File: src/rtl/fv_stim_seq.sv
// Stimulus sequencer: offers LEN vectors (MULTI/SEL) downstream, then pulses DONE, or ABORT on a stall timeout.
// Latency: VALID rises one cycle after START is sampled in IDLE. Every output is registered.
// Backpressure: READY low holds MULTI/SEL/CNT. STALL_MAX consecutive stalled cycles abort the run.
//
// Ports:
//   CLK, RST        rising-edge clock; asynchronous active-high reset
//   START, LEN      begin a run of LEN vectors (LEN 0 means 16)
//   READY           downstream accepts the offered vector
//   VALID           MULTI/SEL hold a vector on offer
//   MULTI           3-bit stimulus vector
//   SEL             parity of the accepted-vector count
//   BUSY            not IDLE
//   DONE            one-cycle pulse when a run completes
//   ABORT           one-cycle pulse on a stall timeout
//   CNT             vectors accepted in the current or last run
// Build option: define FV_STIM_LFSR_EN to step MULTI as a 3-bit LFSR.
//   When the macro is undefined, MULTI steps as a binary up-counter.

module fv_stim_seq #(
    parameter logic [2:0] SEED      = 3'b001,
    parameter int         STALL_MAX = 8
) (
    input  logic       CLK,
    input  logic       RST,
    input  logic       START,
    input  logic [3:0] LEN,
    input  logic       READY,
    output logic       VALID,
    output logic [2:0] MULTI,
    output logic       SEL,
    output logic       BUSY,
    output logic       DONE,
    output logic       ABORT,
    output logic [4:0] CNT
);

    typedef enum logic [1:0] {
        IDLE,
        RUN,
        FIN,
        ERR
    } state_t;

    localparam logic [3:0] STALL_LIM = 4'(STALL_MAX);

    state_t     state;
    logic [3:0] stall_cnt;
    logic [4:0] len_q;

    logic [2:0] seed_eff;
    logic [2:0] multi_next;
    logic [4:0] cnt_inc;
    logic [3:0] stall_inc;

`ifdef FV_STIM_LFSR_EN
    // An all-zero seed would lock the LFSR, so it is forced to 3'b001.
    // The feedback is m[2]^m[0]. This gives the full 7-state cycle 1,3,7,6,5,2,4.
    assign seed_eff   = (SEED == 3'b000) ? 3'b001 : SEED;
    assign multi_next = {MULTI[1:0], MULTI[2] ^ MULTI[0]};
`else
    assign seed_eff   = SEED;
    assign multi_next = MULTI + 3'd1;
`endif

    assign cnt_inc   = CNT + 5'd1;
    assign stall_inc = stall_cnt + 4'd1;

    always_ff @(posedge CLK or posedge RST) begin
        if (RST) begin
            state     <= IDLE;
            VALID     <= 1'b0;
            MULTI     <= 3'b000;
            SEL       <= 1'b0;
            BUSY      <= 1'b0;
            DONE      <= 1'b0;
            ABORT     <= 1'b0;
            CNT       <= 5'd0;
            stall_cnt <= 4'd0;
            len_q     <= 5'd16;
        end else begin
            case (state)
                IDLE: begin
                    if (START) begin
                        state     <= RUN;
                        VALID     <= 1'b1;
                        BUSY      <= 1'b1;
                        len_q     <= (LEN == 4'd0) ? 5'd16 : {1'b0, LEN};
                        MULTI     <= seed_eff;
                        SEL       <= 1'b0;
                        CNT       <= 5'd0;
                        stall_cnt <= 4'd0;
                    end
                end
                RUN: begin
                    // VALID is always 1 in RUN, so READY alone marks an acceptance.
                    if (READY) begin
                        CNT       <= cnt_inc;
                        SEL       <= ~SEL;
                        MULTI     <= multi_next;
                        stall_cnt <= 4'd0;
                        // An acceptance clears the stall count.
                        // So a completion takes priority over a timeout in the same cycle.
                        if (cnt_inc == len_q) begin
                            state <= FIN;
                            VALID <= 1'b0;
                            DONE  <= 1'b1;
                        end
                    end else begin
                        stall_cnt <= stall_inc;
                        if (stall_inc == STALL_LIM) begin
                            state <= ERR;
                            VALID <= 1'b0;
                            ABORT <= 1'b1;
                        end
                    end
                end
                FIN: begin
                    state <= IDLE;
                    DONE  <= 1'b0;
                    BUSY  <= 1'b0;
                end
                ERR: begin
                    // CNT keeps the partial count for inspection.
                    state <= IDLE;
                    ABORT <= 1'b0;
                    BUSY  <= 1'b0;
                end
                default: begin
                    state <= IDLE;
                    VALID <= 1'b0;
                    BUSY  <= 1'b0;
                    DONE  <= 1'b0;
                    ABORT <= 1'b0;
                end
            endcase
        end
    end

endmodule
File: config.mk
export PLATFORM = sky130hd
export DESIGN_NAME = fv_stim_seq
export DESIGN_NICKNAME = d
export VERILOG_FILES = /design/src/rtl/fv_stim_seq.sv
export SDC_FILE = /design/constraint.sdc
export NUM_CORES = 1
export LEC_CHECK = 0
export CAP_MARGIN = 25
export CORE_MARGIN = 8
export CORE_UTILIZATION = 57
export CTS_BUF_LIST = sky130_fd_sc_hd__clkbuf_2
export DETAILED_ROUTE_END_ITERATION = 10
export HOLD_SLACK_MARGIN = 0.05
export PLACE_DENSITY = 0.86
export SYNTH_ARGS = -nofsm -noshare
export SYNTH_HDL_FRONTEND = slang
export SYNTH_SLANG_ARGS = --single-unit
File: constraint.sdc
create_clock -name CLK -period 3.94 [get_ports CLK]
set_input_delay 0.788 -clock CLK [delete_from_list [all_inputs] [get_ports CLK]]
set_output_delay 0.788 -clock CLK [all_outputs]
set_load 0.03 [all_outputs]
[Yosys cells after proc, flatten, opt, wreduce, memory -nomap -nowiden]
Index checks and enable logic that the tools add are counted.
Widths: inputs -> output; s select.
Word-level totals
  word-level logic and storage cells: 71
  input bits: 8
  register bits: 24
  output and inout bits: 13
Cells by class
  eq/ne operators: 12
  bitwise operators: 1
  reductions and logical operators: 15
  muxes and demuxes: 30
  add/subtract/negate cells: 3
Operators by type and width (number)
  $mux 5: 3
  $reduce_and 3->1: 4
  $mux 1: 10
  $ne 2x2->1 const B: 5
  $pmux 1 s2: 5
  $pmux 5 s2: 1
  $mux 2: 4
  $mux 4: 2
  $pmux 4 s2: 1
  $reduce_bool 2->1: 4
  $mux 3: 2
  $ne 3x3->1 const B: 2
  $pmux 2 s3: 1
  $pmux 3 s2: 1
  $reduce_and 2->1: 3
  $add 5x1->5 const B: 1
  $eq 5x5->1: 1
  $add 4x1->4 const B: 1
  $eq 2x2->1 const B: 2
  $eq 4x4->1 const B: 1
  $logic_not 4->1: 1
  $reduce_and 4->1: 1
  $add 3x1->3 const B: 1
  $eq 2x1->1 const B: 1
  3 further kinds: 3

[Depth between registers and ports, before layout]
  depth in word-level cells: 5
  mapped depth: 6
  mapped depth without buffers: 5

[Worst setup path before layout]
Ideal clock, no wire load.
  path type: reg2reg
  start: reg CNT[0]
  end: reg VALID
  setup slack: 2.099 ns
  clock period less this slack: 1.841 ns
  cell stages (with the launch flop): 6
  data required time: 3.816 ns
  buffers on the path: 0
  setup time: 0.124 ns
  data arrival time: 1.717 ns
  cells stage by stage: dfrtp_1 ha_1 xnor3_1 and4_1 a31oi_1 a211o_1
On the way
  word-level cells in the longest chain between the ends: 4
Ends and longest elaborated chain
  start, declared: line 34  | output logic [4:0] CNT
  start signal, assigned: line 97  | CNT <= cnt_inc;
  $add 5x1->5: line 65  | assign cnt_inc = CNT + 5'd1;
  $eq 5x5->1: line 103  | if (cnt_inc == len_q) begin
  $ne 3x3->1 (no source line)
  $reduce_and 4->1 (no source line)
  end signal, assigned: line 71  | VALID <= 1'b0;
  end signal, assigned: line 105  | VALID <= 1'b0;
  end signal, assigned: line 112  | VALID <= 1'b0;
  end, declared: line 28  | output logic VALID,
Every way passes these cells.
A chain may end at the register's enable or synchronous reset.

[Final worst setup path]
  start: reg CNT[2]
  end: out CNT[2]
No word-level cell between the ends.

==> flow_summary.toml <==
[floorplan]
start_util_pct = 59.5
rows = 16
core-area_um2 = 1940
die_h_um = 61.0
io_pins = 21
die_area_um2 = 3720
die_w_um = 61.0

[place]
gp_congestion = 0.753
port_buffers = 20
dpl.hpwl_um = 1660
dp_slack_ns = 1.64

[yosys]
synthCells = 102
ys.flop_type = "dfrtp_1"
synth-compound-area-share_pct = 13.5
yosys.area_share.simple_pct = 14.4
synth_xor_area_share_pct = 8.02
synth.distinct_cells = 36
yosys_warnings = 0
yosys-top-cells-area = "dfrtp_1, mux2_2, o21ai_0"
yosysTopAreaCell = "dfrtp_1"
ys_seq_area_share_pct = 52.1
async_flop_share_pct = 100
synthMuxAreaShare_pct = 6.72
synth_fp_nets = 113
yosysMostFrequentCell = "dfrtp_1"
synth.avg_cell_area_um2 = 11.3
synth_edf_count = 0
synthAdderAreaFrac_pct = 3.25
synth_top_family_by_area = "simple AND/OR/NAND/NOR gates"
ys_ff_latch = 24
syn_area_um2 = 1150
synth_top_area_share_pct = 49.8
yosys-top-cells-count = "dfrtp_1, o21ai_0, nand2_1"

[cells_and_area]
diodes = 0
fill_cells = 161
final_nets = 135
drive_gt1_share_pct = 11.4
area_growth_pct = 20.7

[routing]
drc = 0
routedWlPerCell_um = 14.4
dr.first_iter.drc_count = 22
dr.pass1.iters = 4
drt-vias-per-instance = 5.62
num_vias = 843
routed_wl_um = 2160
antenna_left = 0

[timing]
fmaxAchievable_mhz = 429
hold_viol = 0
finalCritPeriodShare_pct = 59.2
worstMarginPinSlew_ns = 0.867
clock_skew_ns = 0.0218
setup_viol_count_final = 0
rsz0062_at_grt = "false"
timing.final.ws_setup_ns = 1.61
fin_crit_ns = 2.33
slew_violations = 0
slew_headroom_pct = 42.1
fin_setup_tns_ns = 0

[critical_path]
path_cells = "clkdlybuf4s50_1"
critical_path_arrival_ns = 1.54
crit_buf_inv = 1
critPathMaxFanout = 6
crit_type = "flip-flop to primary output"
slowest_stage = "clkdlybuf4s50_1"
cp-end-kind = "primary output"
crit_path_start_kind = "flip-flop"
cp_top_family = "buffers and inverters"
max_stage_delay_ns = 0.73
cp.required_ns = 3.15

[grt]
grt-ovfl-total = 0
grt.total_usage_pct = 13.2
grt_max_degree = 25
grt_pass1_wl_um = 3680
grt_pass1_vias = 857
antenna_found_initial = 0

[power_and_ir_drop]
pwr_density_cell_nw_per_um2 = 734
power_leakage_nw = 0.575
max-vdd-ir-drop_v = 0.000538

[status]
status = "completed"

[clock_tree]
cts_resized = 0
clk_pin_slew_ns = 0.18
cts_tree = "yes"
clk_path_buf_depth = 2
numCtsBuffers = 3
cts_sinks = 24
clock_latency_ns = 0.34
cts_hold_buffers = 0
cts_setup_buffers = 0
htree_levels = 1
cts-root-buf = "clkbuf_2"

[flow_run]
drv_cap = 0

[worst_hold_path]
hp-class = "flip-flop to flip-flop"
[state kept, by name, indices dropped and copies added (netlist names)]
register / flops
state: 2
stall_cnt: 4
BUSY: 1
SEL: 1
len_q: 5
DONE: 1
ABORT: 1
MULTI: 3
VALID: 1
CNT: 5
[cell type report]
class	instances	area, um^2	share of cell area [%]
Clock buffer	4	20.0	1.44
Inverter	2	7.51	0.539
Multi-Input combinational cell	73	531	38.1
Sequential cell	24	602	43.2
Tap cell	27	33.8	2.42
Timing Repair Buffer	20	200	14.4
[power by group]
group          switching [mW]  internal [mW]
Combinational           0.245          0.242
Sequential              0.101          0.339
Clock                  0.0684         0.0268
[stage by stage]
stage / utilization (%) / total power, mW / hold slack [ns] / cell area, um^2 / std cells
global placement: 70.7 / 0.923 / 0.471 / 1370 / 146
detailed placement: 70.7 / 0.937 / 0.493 / 1370 / 146
finish: 71.8 / 1.02 / 0.521 / 1390 / 150
CTS: 71.8 / 1.03 / 0.519 / 1390 / 150
global route: 71.8 / 1.09 / 0.550 / 1390 / 150
floorplan: - / 0.770 / 0.492 / 1150 / 102
[placed cells by master, fill, tap and decap left out, drive strengths merged, types with 2 or more instances in the layout]
cell	count
a21oi	4
a22o	3
clkbuf	4
clkdlybuf4s50	20
dfrtp	23
ha	3
inv	2
mux2	6
nand2	8
nand3	3
nand3b	2
nor2	5
nor3	2
nor3b	2
o21ai	11
xnor2	5
xor2	3
[metal layers]
layer  vias to the layer above  routed length [um]  GRT usage, %
met2                        28                 972          20.7
met3                         5                 151          4.18
met5                         -                   0             0
met1                       403                 990          15.8
li1                        407                   -             -
met4                         0                  40          7.31
[path summary, 6_finish.rpt]
path	startpoint	endpoint	slack [ns]	depth (start not counted)
max in group asynchronous	RST	MULTI[1]	2.50	2
worst min-delay path	SEL	SEL	0.52	1
worst max register to register	CNT[0]	VALID	2.14	5
min in group asynchronous	RST	MULTI[0]	0.89	2
worst min register to register	SEL	SEL	0.52	1
worst max-delay path	CNT[2]	CNT[2]	1.61	1
[kinds of logic after synthesis]
logic type	count (synthesis)
multiplexers	7
flip-flops	24
AND/OR/NAND/NOR	29
AO/OA/AOI/OAI	25
buffers and inverters	5
XOR/XNOR	9
adder cells (fa/ha/maj)	3
Power figures use the tool's default switching activity.
